**src/rtl/rv32_mem_pkg.sv**
```systemverilog
// Shared encodings for the unified-memory arbiter: FSM states, access owner
// and the all-ones byte-enable pattern used for instruction fetches.
package rv32_mem_pkg;

  typedef enum logic {
    IDLE = 1'b0,
    WAIT = 1'b1
  } state_t;

  typedef enum logic {
    OWN_IF = 1'b0,
    OWN_LS = 1'b1
  } owner_t;

  // Wide enough for any sensible data width; users slice the low DATA_W/8 bits.
  localparam logic [127:0] BE_ALL_ONES = '1;

endpackage

```
**src/rtl/rv32_mem_arbiter.sv**
```systemverilog
// Arbiter sharing one single-port unified memory between the fetch (IF) and
// load/store (LS) ports. One access is in flight at a time: grant in IDLE,
// then WAIT for the fixed memory latency and hand the read data back to the
// port that owned the access. LS has priority unless IF has been starved.
module rv32_mem_arbiter
  import rv32_mem_pkg::*;
#(
  parameter int ADDR_W     = 32,
  parameter int DATA_W     = 32,
  parameter int MEM_LAT    = 2,
  parameter int STARVE_MAX = 4
) (
  input  logic                clk,
  input  logic                rst,
  input  logic                if_req,
  input  logic [ADDR_W-1:0]   if_addr,
  output logic                if_gnt,
  output logic                if_rvalid,
  output logic [DATA_W-1:0]   if_rdata,
  input  logic                ls_req,
  input  logic                ls_we,
  input  logic [DATA_W/8-1:0] ls_be,
  input  logic [ADDR_W-1:0]   ls_addr,
  input  logic [DATA_W-1:0]   ls_wdata,
  output logic                ls_gnt,
  output logic                ls_rvalid,
  output logic [DATA_W-1:0]   ls_rdata,
  output logic                mem_en,
  output logic                mem_we,
  output logic [DATA_W/8-1:0] mem_be,
  output logic [ADDR_W-1:0]   mem_addr,
  output logic [DATA_W-1:0]   mem_wdata,
  input  logic [DATA_W-1:0]   mem_rdata
);

  localparam int BE_W  = DATA_W / 8;
  localparam int LAT_W = (MEM_LAT > 1) ? $clog2(MEM_LAT) : 1;
  localparam int STV_W = (STARVE_MAX > 0) ? $clog2(STARVE_MAX + 1) : 1;

  localparam logic [LAT_W-1:0] LAT_LOAD = LAT_W'(MEM_LAT - 1);
  localparam logic [STV_W-1:0] STV_SAT  = STV_W'(STARVE_MAX);

  state_t            state_reg, state_next;
  owner_t            owner_reg, owner_next;
  logic [LAT_W-1:0]  lat_cnt_reg, lat_cnt_next;
  logic [STV_W-1:0]  starve_cnt_reg, starve_cnt_next;
  // Remembers that the LS access in flight is a store, so its acknowledge
  // carries zero data instead of whatever the memory returns.
  logic              store_reg, store_next;

  // IF is forced to win once LS has taken STARVE_MAX grants in a row past it.
  logic if_forced;
  assign if_forced = if_req && (starve_cnt_reg == STV_SAT);

  // Arbitration, memory drive and response routing; grants are Mealy, rvalid is Moore.
  always_comb begin
    state_next      = state_reg;
    owner_next      = owner_reg;
    lat_cnt_next    = lat_cnt_reg;
    starve_cnt_next = starve_cnt_reg;
    store_next      = store_reg;
    if_gnt          = 1'b0;
    ls_gnt          = 1'b0;
    if_rvalid       = 1'b0;
    ls_rvalid       = 1'b0;
    if_rdata        = '0;
    ls_rdata        = '0;
    mem_en          = 1'b0;
    mem_we          = 1'b0;
    mem_be          = '0;
    mem_addr        = '0;
    mem_wdata       = '0;

    case (state_reg)
      IDLE: begin
        if (!rst && (if_req || ls_req)) begin
          if (ls_req && !if_forced) begin
            ls_gnt     = 1'b1;
            mem_en     = 1'b1;
            mem_we     = ls_we;
            mem_be     = ls_be;
            mem_addr   = ls_addr;
            mem_wdata  = ls_wdata;
            owner_next = OWN_LS;
            store_next = ls_we;
            // Only count grants that actually made a fetch wait.
            if (!if_req) begin
              starve_cnt_next = '0;
            end else if (starve_cnt_reg != STV_SAT) begin
              starve_cnt_next = starve_cnt_reg + 1'b1;
            end
          end else begin
            if_gnt          = 1'b1;
            mem_en          = 1'b1;
            mem_be          = BE_ALL_ONES[BE_W-1:0];
            mem_addr        = if_addr;
            owner_next      = OWN_IF;
            store_next      = 1'b0;
            starve_cnt_next = '0;
          end
          lat_cnt_next = LAT_LOAD;
          state_next   = WAIT;
        end
      end

      WAIT: begin
        if (lat_cnt_reg == '0) begin
          if (!rst) begin
            if (owner_reg == OWN_LS) begin
              ls_rvalid = 1'b1;
              ls_rdata  = store_reg ? '0 : mem_rdata;
            end else begin
              if_rvalid = 1'b1;
              if_rdata  = mem_rdata;
            end
          end
          state_next = IDLE;
        end else begin
          lat_cnt_next = lat_cnt_reg - 1'b1;
        end
      end

      default: state_next = IDLE;
    endcase
  end

  // State, owner and counter registers; reset abandons any access in flight.
  always_ff @(posedge clk) begin
    if (rst) begin
      state_reg      <= IDLE;
      owner_reg      <= OWN_IF;
      lat_cnt_reg    <= '0;
      starve_cnt_reg <= '0;
      store_reg      <= 1'b0;
    end else begin
      state_reg      <= state_next;
      owner_reg      <= owner_next;
      lat_cnt_reg    <= lat_cnt_next;
      starve_cnt_reg <= starve_cnt_next;
      store_reg      <= store_next;
    end
  end

endmodule

```
**config.mk**
```make
export PLATFORM = sky130hd
export DESIGN_NAME = rv32_mem_arbiter
export DESIGN_NICKNAME = d
export VERILOG_FILES = /design/src/rtl/rv32_mem_pkg.sv /design/src/rtl/rv32_mem_arbiter.sv
export SDC_FILE = /design/constraint.sdc
export NUM_CORES = 1
export LEC_CHECK = 0
export CAP_MARGIN = 20
export CORE_AREA = 2 2 106 108
export CTS_CLUSTER_SIZE = 40
export DETAILED_ROUTE_END_ITERATION = 6
export DIE_AREA = 0 0 108 110
export GPL_TIMING_DRIVEN = 0
export SLEW_MARGIN = 20
export SYNTH_ARGS = -nofsm -noshare
export SYNTH_HDL_FRONTEND = slang
export SYNTH_SLANG_ARGS = --single-unit
```
**constraint.sdc**
```tcl
create_clock -name clk -period 1.9 [get_ports clk]
set_clock_uncertainty 0.1 [all_clocks]
set_input_delay 0.285 -clock clk [delete_from_list [all_inputs] [get_ports clk]]
set_output_delay 0.285 -clock clk [all_outputs]
set_load 0.01 [all_outputs]
```
### Yosys cells after proc, flatten, opt, wreduce, memory -nomap -nowiden

Index checks and enable logic that the tools add are counted.

| storage, ports and cells | value |
|---|---|
| input bits | 137 |
| logic and storage cells | 65 |
| output and inout bits | 138 |
| bits in registers | 7 |

| operators by class | value |
|---|---|
| bitwise operators | 1 |
| reductions and logical operators | 8 |
| add/subtract/negate cells | 2 |
| mux-type cells | 45 |
| equal/unequal tests | 4 |

Operators by type and width:

| kind | count |
|---|---|
| $mux W32 | 15 |
| $mux W1 | 22 |
| $mux W4 | 3 |
| $mux W3 | 3 |
| $pmux W1 S2 | 2 |
| $add A3 B1 Y3 const B | 1 |
| $eq A3 B3 Y1 const B | 1 |
| $logic_and A1 B1 Y1 | 3 |
| $ne A3 B2 Y1 const B | 1 |
| $ne A3 B3 Y1 const B | 1 |
| $reduce_and A3 Y1 | 1 |
| $logic_not A1 Y1 | 2 |
| $ne A2 B2 Y1 const B | 1 |
| $reduce_and A2 Y1 | 1 |
| $logic_or A1 B1 Y1 | 1 |
| $not A1 Y1 | 1 |
| $sub A1 B1 Y1 const B | 1 |

### Depth between registers and ports, before layout

Gate-level depths: netlist of run 1.

| logic depth | value |
|---|---|
| depth in word-level cells | 7 |
| depth in mapped cells | 8 |
| depth with buffers taken out | 5 |

### Least setup slack after synthesis of run 1

Ideal clock, no wire load.

| path | value |
|---|---|
| path kind | reg2out |
| start point | register starve_cnt_reg[0] |
| end point | output port mem_wdata[10] |
| path slack | 47 ps |
| path buffers | 3 |
| arrival time | 1468 ps |
| cell stages (with the launch flop) | 9 |
| required time | 1515 ps |
| cells stage by stage | dfxtp_1 inv_1 ha_1 nand3_1 and3_1 buf_2 buf_4 clkbuf_1 and2_1 |

| on the way | value |
|---|---|
| word-level cells in the longest chain between the ends | 7 |

Ends and longest elaborated chain:

| item | line | source |
|---|---|---|
| start: declaration | rv32_mem_arbiter.sv:46 | `logic [STV_W-1:0] starve_cnt_reg, starve_cnt_next;` |
| start signal: assignment | rv32_mem_arbiter.sv:139 | `starve_cnt_reg <= starve_cnt_next;` |
| $eq A3 B3 Y1 | rv32_mem_arbiter.sv:53 | `assign if_forced = if_req && (starve_cnt_reg == STV_SAT);` |
| $logic_and A1 B1 Y1 | rv32_mem_arbiter.sv:53 |  |
| $logic_not A1 Y1 | rv32_mem_arbiter.sv:77 | `if (ls_req && !if_forced) begin` |
| $logic_and A1 B1 Y1 | rv32_mem_arbiter.sv:77 |  |
| $mux W32 | rv32_mem_arbiter.sv:77 |  |
| $mux W32 | rv32_mem_arbiter.sv:76 | `if (!rst && (if_req \|\| ls_req)) begin` |
| $mux W32 | rv32_mem_arbiter.sv:74 | `case (state_reg)` |
| end: declaration | rv32_mem_arbiter.sv:32 | `output logic [DATA_W-1:0] mem_wdata,` |

Every way passes these cells.

### Worst setup path in the final report of run 1

| path | value |
|---|---|
| start point | register starve_cnt_reg[0] |
| end point | output port mem_addr[18] |

| on the way | value |
|---|---|
| word-level cells in the longest chain between the ends | 7 |

Ends and longest elaborated chain:

| item | line | source |
|---|---|---|
| $eq A3 B3 Y1 | rv32_mem_arbiter.sv:53 |  |
| $logic_and A1 B1 Y1 | rv32_mem_arbiter.sv:53 |  |
| $logic_not A1 Y1 | rv32_mem_arbiter.sv:77 |  |
| $logic_and A1 B1 Y1 | rv32_mem_arbiter.sv:77 |  |
| $mux W32 | rv32_mem_arbiter.sv:77 |  |
| $mux W32 | rv32_mem_arbiter.sv:76 |  |
| $mux W32 | rv32_mem_arbiter.sv:74 |  |
| end: declaration | rv32_mem_arbiter.sv:31 | `output logic [ADDR_W-1:0] mem_addr,` |

Every way passes these cells.

==> results of run 1 <==
layout make-up:
type,count,area share
Sequential cell,7,0.03113
Buffer,15,0.04556
Clock buffer,4,0.009112
Timing Repair Buffer,309,0.6011
Multi-Input combinational cell,164,0.2739
Tap cell,140,0.03543
Inverter,5,0.003797
critical path, stage by stage (launching register included):
cell      delay [ns]
dfxtp_2         0.31
inv_2           0.07
ha_4            0.17
nand3_4         0.08
and3_4          0.25
clkbuf_8        0.18
a22o_1          0.25
buf_2           0.15
where the power goes:
| part | internal [mW] | switching, mW |
|---|---|---|
| logic | 0.595 | 0.316 |
| clock network | 0.146 | 0.0693 |
| registers | 0.158 | 0.00983 |
| total | 0.899 | 0.395 |
per-layer routing:
layer | track usage | part of all wire | up-vias
li1 | - | - | 1283
met1 | 0.1688 | 0.36 | 1252
met2 | 0.3010 | 0.53 | 148
met3 | 0.03292 | 0.093 | 7
met4 | 0.03114 | 0.0095 | 0
met5 | 0 | 0 | -
cell families (layout without fill, tap and decap cells):
| logic type | Yosys count | count (layout) | share of synthesized area |
|---|---|---|---|
| compound gates | 46 | 46 | 0.2812 |
| fa+ha+maj | 2 | 2 | 0.01797 |
| buf+inv | 22 | 333 | 0.07997 |
| flops | 7 | 7 | 0.1006 |
| simple gates | 116 | 116 | 0.5202 |
final timing paths:
kind,start,to,slack [ns],cells after the start
max,starve_cnt_reg[0]$_SDFFE_PP0P_,mem_addr[18],-0.20,7
min,rst,starve_cnt_reg[1]$_SDFFE_PP0P_,0.24,2
max reg2reg,starve_cnt_reg[0]$_SDFFE_PP0P_,owner_reg$_SDFFE_PP0P_,0.32,7
min reg2reg,owner_reg$_SDFFE_PP0P_,owner_reg$_SDFFE_PP0P_,0.41,1
what timing repair did:
item                                    in CTS  in global routing
gates cloned                                 7                  4
pin swaps                                   42                 30
setup buffers                               16                  9
gates resized for setup                    652                128
endpoints found under the setup margin     138                134
layout by cell type, fill, tap and decap left out, types with 5 or more instances in the layout:
cell type,count
clkbuf_8,6
buf_2,54
a22o_1,32
and2_1,35
and2_4,62
dlymetal6s2s_1,5
buf_8,15
buf_4,13
clkdlybuf4s50_1,133
buf_6,88
stage by stage:
stage / area (um2) / setup TNS (ns) / hold WS [ns]
floorplan: 1393 / 0 / 0.2541
global placement: 4310 / -128.83 / 0.3863
detailed placement: 4310 / -131.30 / 0.3911
CTS: 4439 / -15.33 / 0.2304
global route: 4943 / -15.54 / 0.2817
finish: 4943 / -10.52 / 0.2361
==> flow_summary.toml, run 1 <==
[status]
status = "finished with violations"
violations = "setup timing"

[clock_network]
cts.sinks = 7
cts_buffer_depth = 2
ctsHtreeMaxLevel = 1
hold_buffers = 0
cts_buffers = 3
clock_latency_ns = 0.23
root_buffer = "clkbuf_8"
cts_tree = "built"
clkTransAtPathRegs_ns = 0.04

[synth]
syn-num-nets = 332
synth_area_leaders = "and2_1 44%, a22o_1 20%, dfxtp_1 10%, clkbuf_1 3.0%, buf_6 2.4%"
synth_area_mm2 = 0.001393
synthCells = 193
ys_async_sr_fraction = 0
synth_most_common_cell = "and2_1"
synthTopCellsByCount = "97 x and2_1, 32 x a22o_1, 11 x clkbuf_1"
synth_top_area_frac = 0.4358
yosys_warnings = 0
synth_enable_flop_cells = 0
synth.avg_cell_area_um2 = 7.215
synth_area_leader_cell = "and2_1"
ys.flop_type = "dfxtp_1"
synth.distinct_cells = 25
ys_seq_area_frac = 0.1006
ys_seq_elements = 7

[die]
initial_utilization = 0.1302
die_w_um = 108
ioPinCount = 275
rows = 38
fp.dieH_um = 110
core_area_mm2 = 0.01070
die_area_mm2 = 0.01188

[grt]
track_usage = 0.1533
grt_pass1_vias = 2638
antenna_found_initial = 0
grt_pass1_wl_mm = 14.35
grt_max_degree = 11
grt_remaining_overflow = 0

[placement]
pre_cts_ws_ns = -1.084
dp.cells = 607
gp_congestion = 0.7723
dp_hpwl_mm = 8.006
io_buffers = 274

[pwr]
powerDensity_mw_per_mm2 = 261.6
p_leak_nw = 2.390
max-vdd-ir-drop_mv = 0.1374
finalPower_mw = 1.293

[drt]
dr.pass1.iters = 4
drt_iter0_drc = 110
ant_nets = 0
routedWlPerCell_um = 16.57
dr_total_vias = 2690
vias_per_cell = 4.177
wirelength_mm = 10.67
drc = 0

[hold_path]
holdCritPathClass = "primary input to register"

[setup_path]
critPathKind = "register to output port"
crit_required_ns = 1.51
crit_path_max_fanout = 10
critPathArrivalTime_ns = 1.71
endpoint_kind = "output port"
critPathLaunchType = "register"

[timing]
clock.fmax_mhz = 476.6
postLayoutSetupSlackWorst_ns = -0.1980
worstMarginPinSlew_ns = 0.2923
final-hold-violation-count = 0
relSlewSlack = 0.8049
setup_viol = 90
fin_crit_ns = 2.098
min_period_over_period = 1.104
maxSlewViolCount = 0
rsz0062_at_grt = "true"

[cells_and_area]
drive_gt1_frac = 0.5357
nNetsFinal = 644
multi_input_area_mm2 = 0.001354
syn2layout_area_growth_pct = 255.0
final_cells = 644
n_antenna_cell = 0
fin_util = 0.4621
largest_reg_flops = 3
ff_latch_area_um2 = 153.9
fillers = 1037

[job]
drv_cap = 0
(Power assumes the default switching activity.)
==> run 2, diff against run 1 <==
--- a/config.mk
+++ b/config.mk
@@ -11,6 +11,8 @@
 export DETAILED_ROUTE_END_ITERATION = 6
 export DIE_AREA = 0 0 108 110
 export GPL_TIMING_DRIVEN = 0
+export PLACE_DENSITY = 0.61
+export SKIP_LAST_GASP = 1
 export SLEW_MARGIN = 20
 export SYNTH_ARGS = -nofsm -noshare
 export SYNTH_HDL_FRONTEND = slang
==> run 2 against run 1 <==
The flow still finishes with violations (setup timing). Final area rose by 1.0%. First-iteration DRC count rose by 13%. Via count fell by 0.52%. Core utilization rose by 0.47 points. Fmax fell by 1.5%. Total power rose by 0.94%. Largest cell class unchanged. Largest power group unchanged.
==> flow_summary.toml, run 2 (synthesized netlist as in run 1, its figures left out) <==
[clock_network]
cts_buffer_depth = 2
cts_tree = "built"
root_buffer = "clkbuf_8"
cts_buffers = 3
clock_latency_ns = 0.23
hold_buffers = 0
cts.sinks = 7
ctsHtreeMaxLevel = 1
clkTransAtPathRegs_ns = 0.04

[grt]
grt_pass1_wl_mm = 14.80
use_met3 = 0.03880
use_met1 = 0.1734
top_usage_layer = "met2"
track_usage = 0.1609
grt_remaining_overflow = 0
antenna_found_initial = 0
grt_max_degree = 11
grt_pass1_vias = 2733
gr-usage-met2 = 0.3149

[placement]
dp.cells = 607
dp_hpwl_mm = 8.339
gp_congestion = 0.8991
io_buffers = 274
place_area_mm2 = 0.004310
pre_cts_ws_ns = -1.131

[hold_path]
holdCritPathClass = "primary input to register"
whs_path_depth = 2

[cells_and_area]
n_antenna_cell = 0
drive_gt1_frac = 0.5050
fin_util = 0.4668
final_cells = 643
fillers = 1056
nNetsFinal = 643
layout_common_cells = "141 x clkdlybuf4s50_1, 83 x buf_6, 59 x and2_4"
largest_reg_flops = 3
design_area_mm2 = 0.004994
final_common_cell = "clkdlybuf4s50_1"
syn2layout_area_growth_pct = 258.6

[timing]
min_period_over_period = 1.121
relSlewSlack = 0.7920
maxSlewViolCount = 0
fin_crit_ns = 2.131
hold_ws_ns = 0.2345
setup_viol = 123
setup-tns-final_ns = -19.72
worstMarginPinSlew_ns = 0.3120
rsz0062_at_grt = "true"
postLayoutSetupSlackWorst_ns = -0.2305
clock.fmax_mhz = 469.4
final-hold-violation-count = 0

[die]
fp.dieH_um = 110
die_w_um = 108
core_area_mm2 = 0.01070
die_area_mm2 = 0.01188
initial_utilization = 0.1302
rows = 38
ioPinCount = 275

[pwr]
p_leak_nw = 2.364
finalPower_mw = 1.305
powerDensity_mw_per_mm2 = 261.4
max-vdd-ir-drop_mv = 0.1828

[drt]
dr.pass1.iters = 4
routedWlPerCell_um = 17.16
dr_total_vias = 2676
drt_iter0_drc = 124
ant_nets = 0
drc = 0
vias_per_cell = 4.162
wirelength_mm = 11.04

[setup_path]
critPathLaunchType = "register"
crit_required_ns = 1.51
critPathKind = "register to output port"
endpoint_kind = "output port"
crit_path_max_fanout = 9
reg2regPathDepth = 7
critPathArrivalTime_ns = 1.75

[job]
drv_cap = 0

[status]
violations = "setup timing"
status = "finished with violations"
[run 2: changes by cell type in the layout (fill, tap and decap cells not counted), sizes merged]
cell / delta
buf: -17
clkbuf: +4
clkdlybuf4s15: +1
clkdlybuf4s50: +8
dlygate4sd2: +6
dlymetal6s2s: -3
[run 2: layout make-up]
class	count	area (um2)	area share
clock buffer	4	45.04	0.009020
inverter	5	18.77	0.003758
tap	140	175.2	0.03508
multi-input combinational	164	1329	0.2661
sequential	7	151.4	0.03032
timing repair buffer	309	3032	0.6071
buffer	14	242.7	0.04861
[run 2: final timing paths]
kind | slack, ns | startpoint | endpoint
hold reg to reg | 0.41 | store_reg$_SDFFE_PP0P_ | store_reg$_SDFFE_PP0P_
setup / recovery | -0.23 | starve_cnt_reg[0]$_SDFFE_PP0P_ | mem_wdata[22]
hold / removal | 0.23 | rst | starve_cnt_reg[1]$_SDFFE_PP0P_
setup reg to reg | 0.28 | starve_cnt_reg[0]$_SDFFE_PP0P_ | store_reg$_SDFFE_PP0P_
[run 2: what timing repair did]
action / in CTS / in global routing
pin swaps: 60 / 22
setup endpoints to repair: 138 / 136
cloned: 9 / 5
resized for setup: 615 / 111
setup buffers: 16 / 5
[run 2: worst max-delay path, stage by stage, from the launching register on]
cell and delay [ns]:
dfxtp_2 0.33, inv_2 0.05, ha_4 0.17, nand3_2 0.08
and3_4 0.35, buf_8 0.18, buf_6 0.11, and2_4 0.13
buf_6 0.10
[run 2: report_power, final]
part | internal [mW] | switching [mW] | leakage [nW]
registers | 0.158 | 0.0102 | 0.0598
logic | 0.607 | 0.317 | 2.28
clock network | 0.145 | 0.0676 | 0.0228
total | 0.910 | 0.395 | 2.36
[run 2: routing by layer]
layer / vias to the layer above / wire length, um / share of wire
li1: 1284 / - / -
met1: 1232 / 3965 / 0.36
met2: 150 / 5805 / 0.53
met3: 10 / 1096 / 0.099
met4: 0 / 169 / 0.015
met5: - / 0 / 0
